==> config.mk <==
export PLATFORM = sky130hd
export DESIGN_NAME = fifo_sram_ctrl
export DESIGN_NICKNAME = d
export VERILOG_FILES = /design/src/rtl/fifo_sram_ctrl.sv
export SDC_FILE = /design/constraint.sdc
export NUM_CORES = 1
export LEC_CHECK = 0
export CELL_PAD_IN_SITES_DETAIL_PLACEMENT = 1
export CELL_PAD_IN_SITES_GLOBAL_PLACEMENT = 1
export CORE_MARGIN = 1.5
export CORE_UTILIZATION = 22
export CTS_CLUSTER_SIZE = 30
export DETAILED_ROUTE_END_ITERATION = 10
export PLACE_DENSITY_LB_ADDON = 0.1
export SETUP_SLACK_MARGIN = 0.2
export SYNTH_ARGS = -nofsm -noshare
export SYNTH_HDL_FRONTEND = slang
export SYNTH_SLANG_ARGS = --single-unit
==> constraint.sdc <==
create_clock -name clk -period 2.25 [get_ports clk]
set_input_delay 0.225 -clock clk [delete_from_list [all_inputs] [get_ports clk]]
set_output_delay 0.225 -clock clk [all_outputs]
set_load 0.02 [all_outputs]
==> src/rtl/fifo_sram_ctrl.sv <==
//----------------------------------------------------------------------------
// fifo_sram_ctrl
//
// Purpose:
//   Pointer and handshake controller for a single-clock FIFO whose storage is
//   an external dual-port RAM (FIFOsram). The write stream is fed straight into
//   RAM port A. RAM port B is addressed with the next read pointer, so its
//   registered read data always holds the word at the current head of the FIFO.
//   A third pointer (vis_ptr) trails the write pointer by one edge. Only entries
//   that the registered read port can already return are shown on the output.
//
// Parameters:
//   WIDTH       data word width (must match the attached FIFOsram)
//   DEPTH       number of entries, power of two, >= 2 (must match FIFOsram)
//   ADDR_WIDTH  RAM address width, derived from DEPTH
//
// Ports:
//   clk          single clock for all logic and both RAM ports
//   rst          asynchronous, active-high reset
//   in_data      write stream data
//   in_valid     write stream valid
//   in_ready     write stream ready (FIFO not full)
//   out_data     read stream data, taken directly from ram_rdata_b
//   out_valid    read stream valid
//   out_ready    read stream ready
//   ram_addr_a   FIFOsram addr_a (write address)
//   ram_wdata_a  FIFOsram wdata_a
//   ram_we_a     FIFOsram write_en_a
//   ram_addr_b   FIFOsram addr_b (read address)
//   ram_rdata_b  FIFOsram rdata_b (registered, one-cycle latency)
//
// Optional feature (macro FIFO_LEVEL_EN):
//   level        current occupancy, 0..DEPTH
//   almost_full  high when occupancy >= DEPTH-1
//   Both ports and their logic are absent when the macro is undefined.
//----------------------------------------------------------------------------
module fifo_sram_ctrl #(
    parameter int WIDTH      = 32,
    parameter int DEPTH      = 256,
    parameter int ADDR_WIDTH = $clog2(DEPTH)
) (
    input  logic                  clk,
    input  logic                  rst,
    input  logic [WIDTH-1:0]      in_data,
    input  logic                  in_valid,
    output logic                  in_ready,
    output logic [WIDTH-1:0]      out_data,
    output logic                  out_valid,
    input  logic                  out_ready,
    output logic [ADDR_WIDTH-1:0] ram_addr_a,
    output logic [WIDTH-1:0]      ram_wdata_a,
    output logic                  ram_we_a,
    output logic [ADDR_WIDTH-1:0] ram_addr_b,
    input  logic [WIDTH-1:0]      ram_rdata_b
`ifdef FIFO_LEVEL_EN
    ,
    output logic [ADDR_WIDTH:0]   level,
    output logic                  almost_full
`endif
);

    // Pointers carry one extra wrap bit so full and empty can be told apart.
    localparam int                   PTR_WIDTH  = ADDR_WIDTH + 1;
    localparam logic [PTR_WIDTH-1:0] FULL_COUNT = PTR_WIDTH'(DEPTH);
    localparam logic [PTR_WIDTH-1:0] PTR_ONE    = PTR_WIDTH'(1);

    logic [PTR_WIDTH-1:0] wr_ptr;
    logic [PTR_WIDTH-1:0] rd_ptr;
    logic [PTR_WIDTH-1:0] vis_ptr;
    logic [PTR_WIDTH-1:0] used;
    logic [PTR_WIDTH-1:0] wr_ptr_next;
    logic [PTR_WIDTH-1:0] rd_ptr_next;
    logic                 full;
    logic                 push;
    logic                 pop;

    // Handshake decode. The occupancy is the modular pointer difference, so it
    // stays exact across every wrap. out_valid compares against vis_ptr, not
    // wr_ptr. A word written on the last edge has not yet reached the RAM's
    // read register, so it must not be shown yet.
    always_comb begin
        used        = wr_ptr - rd_ptr;
        full        = (used == FULL_COUNT);
        in_ready    = !full;
        push        = in_valid && !full;
        out_valid   = (vis_ptr != rd_ptr);
        pop         = out_valid && out_ready;
        wr_ptr_next = push ? (wr_ptr + PTR_ONE) : wr_ptr;
        rd_ptr_next = pop  ? (rd_ptr + PTR_ONE) : rd_ptr;
    end

    // RAM port drive. Port B is addressed with the read pointer as it will
    // be after this edge. The registered read data therefore always belongs
    // to the head entry, both while the consumer stalls and right after a pop.
    assign ram_we_a    = push;
    assign ram_addr_a  = wr_ptr[ADDR_WIDTH-1:0];
    assign ram_wdata_a = in_data;
    assign ram_addr_b  = rd_ptr_next[ADDR_WIDTH-1:0];
    assign out_data    = ram_rdata_b;

    // Pointer registers. vis_ptr samples the pre-increment write pointer.
    // An entry written at one edge is therefore counted visible one edge later.
    // That is the first cycle in which port B can return the entry.
    // Reset discards all contents. The RAM itself is left alone, and out_valid
    // stays low until fresh data has made it through.
    always_ff @(posedge clk or posedge rst) begin
        if (rst) begin
            wr_ptr  <= '0;
            rd_ptr  <= '0;
            vis_ptr <= '0;
        end else begin
            wr_ptr  <= wr_ptr_next;
            rd_ptr  <= rd_ptr_next;
            vis_ptr <= wr_ptr;
        end
    end

`ifdef FIFO_LEVEL_EN
    // Occupancy reporting. This output includes entries that are written but
    // not yet visible, because they already consume a slot.
    assign level       = used;
    assign almost_full = (used >= (FULL_COUNT - PTR_ONE));
`endif

`ifndef SYNTHESIS
    // Structural invariants. Occupancy never exceeds DEPTH, and the visible
    // pointer is never more than one entry behind the writer.
    assert property (@(posedge clk) disable iff (rst) used <= FULL_COUNT);
    assert property (@(posedge clk) disable iff (rst) (wr_ptr - vis_ptr) <= PTR_ONE);
`endif

endmodule

# Yosys cells after proc, flatten, opt, wreduce, memory -nomap -nowiden
# Index checks and enable logic that the tools add are counted.
word_totals:
  n_memories: 0
  out_inout_bits: 83
  ram_bits: 0
  mem_bits_ro: 0
  latchBits: 0
  wordCells: 13
  register_bits: 27
  in_bits: 68
op_classes:
  n_eq_ne: 2
  addsub: 3
  n_bitwise: 0
  shift: 0
  multipliers: 0
  div_mod_pow: 0
  mux: 1
  magnitude_cmp: 0
  n_reduce_logical: 3
op_table:
  columns: ["operator", "n"]
  rows:
  - ["adder 9 x 1 -> 9 bit, second input constant", 2]
  - ["equality test 9 bit, second input constant", 1]
  - ["!= test 9 bit", 1]
  - ["subtractor 9 bit", 1]
  - ["2-to-1 mux 8 bit", 1]
  - ["logical AND 1 bit", 2]
  - ["logical NOT 1 bit", 1]

# Logic depth before layout (Yosys ltp)
# Gate-level depths: netlist of run 1.
logic_depth:
  depth_word: 4
  depth_mapped: 10
  depth_no_buf: 9

# Least setup slack after synthesis of run 1
# OpenSTA, ideal clock, no wires.
synth_path:
  path_kind: "flip-flop to flip-flop"
  startpoint: "reg rd_ptr[3]"
  endpoint: "reg wr_ptr[1]"
  t_required_ns: 2.125
  synth_period_minus_slack_ns: 2.456
  slack_ns: -0.206
  path_stages_with_launch: 11
  arrival_ns: 2.331
  n_path_buf: 1
  setup_ns: 0.125
  path_cell_list: "dfrtp_1 -> clkbuf_1 -> inv_1 -> ha_1 -> and2_4 -> a221oi_2 -> a21o_1 -> a21oi_1 -> o211ai_4 -> nand2_4 -> mux2_4"
synth_between:
  elab_chain_len: 4
synth_lines:
  columns: ["element", "line", "text"]
  rows:
  - ["from (decl)", "68", "logic [PTR_WIDTH-1:0] rd_ptr;"]
  - ["from (signal assigned)", "113", "rd_ptr <= rd_ptr_next;"]
  - ["subtractor 9 bit", "82", "used = wr_ptr - rd_ptr;"]
  - ["equality test 9 bit", "83", "full = (used == FULL_COUNT);"]
  - ["logical NOT 1 bit", null, null]
  - ["named net in_ready", "46", "output logic in_ready,"]
  - ["logical AND 1 bit", "85", "push = in_valid && !full;"]
  - ["to (signal assigned)", "112", "wr_ptr <= wr_ptr_next;"]
  - ["to (decl)", "67", "logic [PTR_WIDTH-1:0] wr_ptr;"]
# The timed path passes the listed nets, and every way through them passes these cells.
# A chain may end at the register's enable or synchronous reset.

# Final worst setup path of run 1
layout_path:
  startpoint: "reg wr_ptr[1]"
  endpoint: "out ram_we_a"
layout_between:
  elab_chain_len: 4
layout_lines:
  columns: ["element", "line", "text"]
  rows:
  - ["subtractor 9 bit", "82", null]
  - ["equality test 9 bit", "83", null]
  - ["logical NOT 1 bit", "85", null]
  - ["logical AND 1 bit", "85", null]
  - ["to (decl)", "52", "output logic ram_we_a,"]
# No other way between the ends.

==> results of run 1 <==
[final cells by class]
| class | count | area (µm²) | area share |
|---|---|---|---|
| clock buffer | 3 | 41.3 | 0.0169 |
| clock inverter | 1 | 8.76 | 0.00358 |
| inverter | 10 | 40.0 | 0.0164 |
| multi-input combinational | 95 | 941 | 0.385 |
| sequential | 27 | 676 | 0.276 |
| tap | 108 | 135 | 0.0552 |
| timing repair buffer | 74 | 604 | 0.247 |
[how the worst min path moves through the flow]
stage / endpoint / slack (ps) / cells past startpoint
detailed placement: out_data[13] / 450 / 0
global route: vis_ptr[1]$_DFF_PP0_ / 360 / 3
floorplan: rd_ptr[0]$_DFF_PP0_ / 280 / 1
CTS: vis_ptr[7]$_DFF_PP0_ / 320 / 3
finish: vis_ptr[8]$_DFF_PP0_ / 310 / 3
global placement: vis_ptr[8]$_DFF_PP0_ / 450 / 0
[routing by layer]
metal | part of all wire | vias up | track usage
met5 | 0 | - | 0
met4 | 0.017 | 0 | 0.0368
met3 | 0.053 | 9 | 0.0274
met2 | 0.47 | 40 | 0.169
met1 | 0.46 | 628 | 0.124
li1 | - | 613 | -
[cell families (layout without fill, tap and decap cells)]
logic type | after synthesis | in the layout | synth area share
buf+inv | 84 | 88 | 0.289
simple gates | 46 | 46 | 0.137
xor+xnor | 28 | 28 | 0.121
flops | 27 | 27 | 0.333
fa+ha+maj | 10 | 10 | 0.0616
compound gates | 10 | 10 | 0.0517
mux | 1 | 1 | 0.00739
[power groups by stage]
stage | sequential, mW | clock, mW | combinational, mW
after global routing | 0.836 | 0.341 | 2.84
after CTS | 0.814 | 0.327 | 2.51
after floorplan | 0.863 | 0 | 1.47
after global placement | 0.828 | 0 | 2.20
after detailed placement | 0.823 | 0 | 2.25
final | 0.811 | 0.301 | 2.63
[cell usage after synthesis (2+ instances only)]
| library cell | instances |
|---|---|
| ha_1 | 10 |
| nand3_1 | 8 |
| nor2_1 | 3 |
| xnor2_1 | 18 |
| xor2_1 | 10 |
| buf_4 | 72 |
| nor3_1 | 3 |
| o21ai_0 | 2 |
| nand4_1 | 7 |
| nand2_1 | 7 |
| or3_1 | 3 |
| a21oi_1 | 2 |
| o211ai_4 | 2 |
| and3_1 | 4 |
| inv_1 | 10 |
| dfrtp_1 | 27 |
| and4_1 | 2 |
[worst max-delay path: stages (launching register included)]
cell and delay (ps):
dfrtp_1 410, ha_1 320, nor2b_4 150, o21a_1 190, or3_4 380, a31oi_4 210, o211ai_4 130, nand2_4 80
inv_1 40, buf_2 140
[stage by stage]
stage                     worst slack [ps]  TNS, ps  power (mW)  utilization  instances
after floorplan                      -62.9    -82.4        2.34            -        206
after global placement                -460    -3640        3.03        0.246        299
after detailed placement              -462    -4140        3.08        0.246        299
after CTS                             -295    -1840        3.65        0.267        313
after global routing                  -401    -3730        4.01        0.276        318
final                                 -297    -1870        3.74        0.276        318
[flip-flops by register name (all words and copies together) (netlist names)]
| name | cells |
|---|---|
| rd_ptr | 9 |
| vis_ptr | 9 |
| wr_ptr | 9 |
[timing repair]
action / 4_1_cts / 5_1_grt
gates resized for setup: 70 / 12
setup buffers: 10 / 5
pin swaps: 12 / 5
endpoints found under the setup margin: 20 / 21
==> metrics.md, run 1 <==
| Metric | Value |
|---|---|
| Status | finished, violations left |
| Failing checks | design-rule violations, negative setup slack |
| Fmax | 393 MHz |
| Fin nets | 289 |
| Total DRC errors in the routed layout | 1 |
| Pin count of the biggest net entering global routing | 28 |
| Crit path to | ram_we_a |
| Post-route minimum period | 2550 ps |
| Largest fanout on the critical path | 4 |
| Top FF cell, synth | dfrtp_1 |
| CTS tree | yes |
| I/O pin total | 151 |
| Layout cell share with drive strength beyond 1 | 0.476 |
| Die W | 99.1 µm |
| First DRT Iteration DRCs | 28 |
| FFs w/ async S/R, synth | 1.00 |
| Cell row count | 34 |
| HPWL Detailed | 3590 µm |
| Total GRT Usage | 0.100 |
| Combinational Power Share | 0.703 |
| Drt first pass iters | 7 |
| Initial antenna violation count | 0 |
| Most frequent cells in the layout | buf_4 (54), dfrtp_1 (27), xnor2_1 (12) |
| # hold bufs at CTS | 0 |
| Number of hold violations in the final report | 0 |
| CTS Buffer Depth | 2 |
| Gr ovfl total | 0 |
| R2r endpoint | wr_ptr[1]$_DFFE_PP0P_ |
| Die H | 99.1 µm |
| Pint | 2.16 mW |
| DP Area | 2180 µm² |
| Register area share after synthesis | 0.333 |
| Die footprint | 9820 µm² |
| Antenna-violating nets left | 0 |
| Lkg Pwr | 1.12 nW |
| Worst Clk Skew | 6.63 ps |
| Net Sw Frac | 0.422 |
| Yosys reg bits | 27 |
| Worst slew pin tran | 376 ps |
| Max-cap violations | 0 |
| Reg-to-reg slack, setup | -260 ps |
| CTS HTree Levels | 1 |
| Worst-Skew Late Latency | 280 ps |
| Clock share of power | 0.080 |
| Routed wire length per instance | 15.1 µm |
| Initial core utilization | 0.230 |
| Rel. slew slack | 0.749 |
| Arr. time, crit path | 2320 ps |
| Number of buffers added on ports | 22 |
| Clock sinks | 27 |
| RSZ-0062 raised after global routing | yes |
| Hold crit path type | input pin to async pin |
| Mapped cell area | 2030 µm² |
| Final RePlAce weighted congestion | 0.729 |
| Fin area | 2450 µm² |
| Worst setup path startpoint | wr_ptr[1]$_DFFE_PP0P_ |
| Hold_ws | 313 ps |
| Cell area power density | 1530 nW/µm² |
| Top cell type's share of synthesized area | 0.333 |
| R2r startpoint | wr_ptr[1]$_DFFE_PP0P_ |
| Net Sw Power | 1.58 mW |
| Vias in the first global route | 1,467 |
| Antenna Cells | 0 |
| Synth top area cells | dfrtp_1 (33%), buf_4 (27%), xnor2_1 (7.8%) |
| Synth cell types | 33 |
| Final setup violation count | 16 |
| Clock slew at reported path FFs | 110 ps |
| P&R area growth vs syn | 20.4% |
| Detailed Route WL | 4800 µm |
| Period Utilization, post-route | 1.13 |
| Crit start category | flop |
| Global-route wire length before repair | 7640 µm |
| Clock buffer count from CTS | 3 |
| Peak VDD IR | 443 µV |
| CTS root buf | clkbuf_8 |
| Via/cell ratio | 4.06 |
| Syn Area/Cell | 9.86 µm² |
| Core area | 8850 µm² |
| YS warnings | 0 |
| Worst endpoint required time | 2030 ps |
| Yosys top cell by area | dfrtp_1 |
| Syn Nets | 284 |
| Crit Path Category | flop to output port |
| Count of flip-flops with a built-in enable after synthesis | 0 |
| R2R cell count | 11 |
| Flop pwr share | 0.217 |
| Setup crit end kind | output port |
| Vias | 1,290 |
| Final WS setup | -297 ps |
| Fillcell total | 1,012 |
| Final Max Slew Viols | 0 |
| Most common cell after layout, fill and taps aside | buf_4 |
| Mapped Cells | 206 |
No activity file was read; power rests on OpenSTA's default activity.
==> run 2, diff against run 1 <==
SETUP_SLACK_MARGIN = 0.1   (was 0.2)
==> run 2 against run 1 <==
  * The flow finishes with violations (negative setup slack)
  * Core utilization increased by 1.3 points
  * Setup slack improved by 26 ps
  * Worst hold slack got worse by 6.0 ps
  * Critical endpoint unchanged
  * First-iteration DRC count increased by 18%
  * Combinational power increased by 8.0%
  * Fmax increased by 1.0%
  * Clock skew increased by 2.7 ps
  * Cell count increased by 0.63%
  * Global-route usage decreased by 0.25 points
  * Largest cell class unchanged
==> metrics.md, run 2 (synthesis results as in run 1) <==
| Metric | Value |
|---|---|
| Status | finished, violations left |
| Failing checks | negative setup slack |
| Cell row count | 34 |
| Core area | 8850 µm² |
| CTS root buf | clkbuf_8 |
| HPWL Detailed | 3560 µm |
| Placed cells | 302 |
| Antenna Cells | 0 |
| Met1 Track Usage GR | 0.125 |
| Routed wire length per instance | 14.6 µm |
| Crit Path Category | flop to output port |
| Worst slew pin tran | 380 ps |
| Cell area power density | 1550 nW/µm² |
| CTS tree | yes |
| Initial core utilization | 0.230 |
| # hold bufs at CTS | 0 |
| I/O pin total | 151 |
| Layout cell share with drive strength beyond 1 | 0.495 |
| Top Registers | rd_ptr: 9 flops, vis_ptr: 9 flops, wr_ptr: 9 flops |
| CTS Buffer Depth | 2 |
| Arr. time, crit path | 2300 ps |
| Post-route minimum period | 2520 ps |
| Number of buffers added on ports | 22 |
| Cells along the critical path | inv_2, ha_4, nor2b_4, o21a_1, or3_1, a31oi_4, o211ai_4, nand2_4, inv_2, buf_6 |
| CP Buf/Inv Count | 3 |
| Total GRT Usage | 0.0978 |
| Most common cell after layout, fill and taps aside | buf_4 |
| Met3 Track Usage GR | 0.0253 |
| Drt first pass iters | 4 |
| Max-cap violations | 0 |
| Cell mode on critical path | inv_2 |
| Clock buffer count from CTS | 3 |
| Vias in the first global route | 1,412 |
| Final WS setup | -271 ps |
| Worst endpoint required time | 2030 ps |
| Fin cells | 320 |
| Die footprint | 9820 µm² |
| Setup crit end kind | output port |
| Via/cell ratio | 4.05 |
| Clock sinks | 27 |
| GR peak layer | met2 |
| Pin count of the biggest net entering global routing | 28 |
| Lkg Pwr | 1.16 nW |
| Antenna-violating nets left | 0 |
| Total DRC errors in the routed layout | 0 |
| Placement Setup Slack | -478 ps |
| Initial antenna violation count | 0 |
| Die W | 99.1 µm |
| Final RePlAce weighted congestion | 0.734 |
| P&R area growth vs syn | 25.9% |
| Max stage delay cell, worst path | dfrtp_1 |
| RSZ-0062 raised after global routing | yes |
| Worst Clk Skew | 9.33 ps |
| Final setup violation count | 18 |
| Rel. slew slack | 0.747 |
| Vias | 1,297 |
| Peak VDD IR | 376 µV |
| Largest fanout on the critical path | 3 |
| Pwr Total | 3.95 mW |
| Fmax | 397 MHz |
| Period Utilization, post-route | 1.12 |
| Slowest stage delay, CP | 420 ps |
| Global-route wire length before repair | 7420 µm |
| Worst-Skew Late Latency | 280 ps |
| Clock slew at reported path FFs | 100 ps |
| Detailed Route WL | 4660 µm |
| Fin area | 2560 µm² |
| Fin nets | 291 |
| Most frequent cells in the layout | buf_4 (52), dfrtp_1 (27), xnor2_1 (11), clkdlybuf4s50_1 (11), buf_6 (11) |
| GR Util met2 | 0.164 |
| CTS HTree Levels | 1 |
| Die H | 99.1 µm |
| Crit start category | flop |
| Worst path top cell family by delay | simple AND/OR/NAND/NOR gates |
| First DRT Iteration DRCs | 33 |
| Hold crit path type | input pin to async pin |
| Number of hold violations in the final report | 0 |
| Gr ovfl total | 0 |
| Final Max Slew Viols | 0 |
| DP Area | 2200 µm² |
==> run 2: through the flow <==
stage / hold WS, ps / setup TNS (ps) / util
floorplan: 278 / -82.4 / -
global placement: 448 / -4100 / 0.248
detailed placement: 450 / -4750 / 0.248
CTS: 314 / -1740 / 0.275
global route: 339 / -4260 / 0.289
finish: 307 / -2270 / 0.289
==> run 2: area by class of cell <==
class / instances / area, µm²
multi-input combinational: 95 / 1000
inverter: 10 / 40.0
timing repair buffer: 76 / 654
fill: 1003 / 6290
sequential: 27 / 676
tap: 108 / 135
clock buffer: 3 / 41.3
clock inverter: 1 / 7.51
==> run 2: path summary, 6_finish.rpt <==
path | from | cells after the start | slack [ps] | to
hold reg to reg | wr_ptr[8]$_DFFE_PP0P_ | 0 | 470 | vis_ptr[8]$_DFF_PP0_
hold / removal | rst | 3 | 310 | rd_ptr[7]$_DFF_PP0_
min in group clk | ram_rdata_b[11] | 0 | 450 | out_data[11]
setup reg to reg | rd_ptr[1]$_DFF_PP0_ | 11 | -210 | wr_ptr[6]$_DFFE_PP0P_
setup / recovery | rd_ptr[1]$_DFF_PP0_ | 10 | -270 | ram_we_a
max in group asynchronous | rst | 3 | 1650 | rd_ptr[4]$_DFF_PP0_
==> run 2: worst min-delay path: cells and delay by family <==
kind | cells | cell delay [ps]
buf+inv | 3 | 770
==> run 2: power by group <==
part	switching [mW]	leakage, nW	internal [mW]
combinational	1.31	0.801	1.53
clock	0.170	0.0217	0.126
sequential	0.144	0.333	0.671
==> run 2: per-layer routing <==
layer / wire, µm / share of wire
met4: 30 / 0.0064
met5: 0 / 0
met3: 226 / 0.048
met2: 2240 / 0.48
met1: 2160 / 0.46
==> run 2: what timing repair did <==
| action | in CTS | in global routing |
|---|---|---|
| cloned | 0 | 0 |
| resized for setup | 78 | 18 |
| pin swaps | 13 | 17 |
| setup endpoints to repair | 20 | 21 |
| buffers inserted | 10 | 7 |
==> run 3, diff against run 2 <==
CAP_MARGIN = 10   (was default)
==> results of run 3 <==
Same layout as run 2: the final DEF is identical, and so are final timing and power.
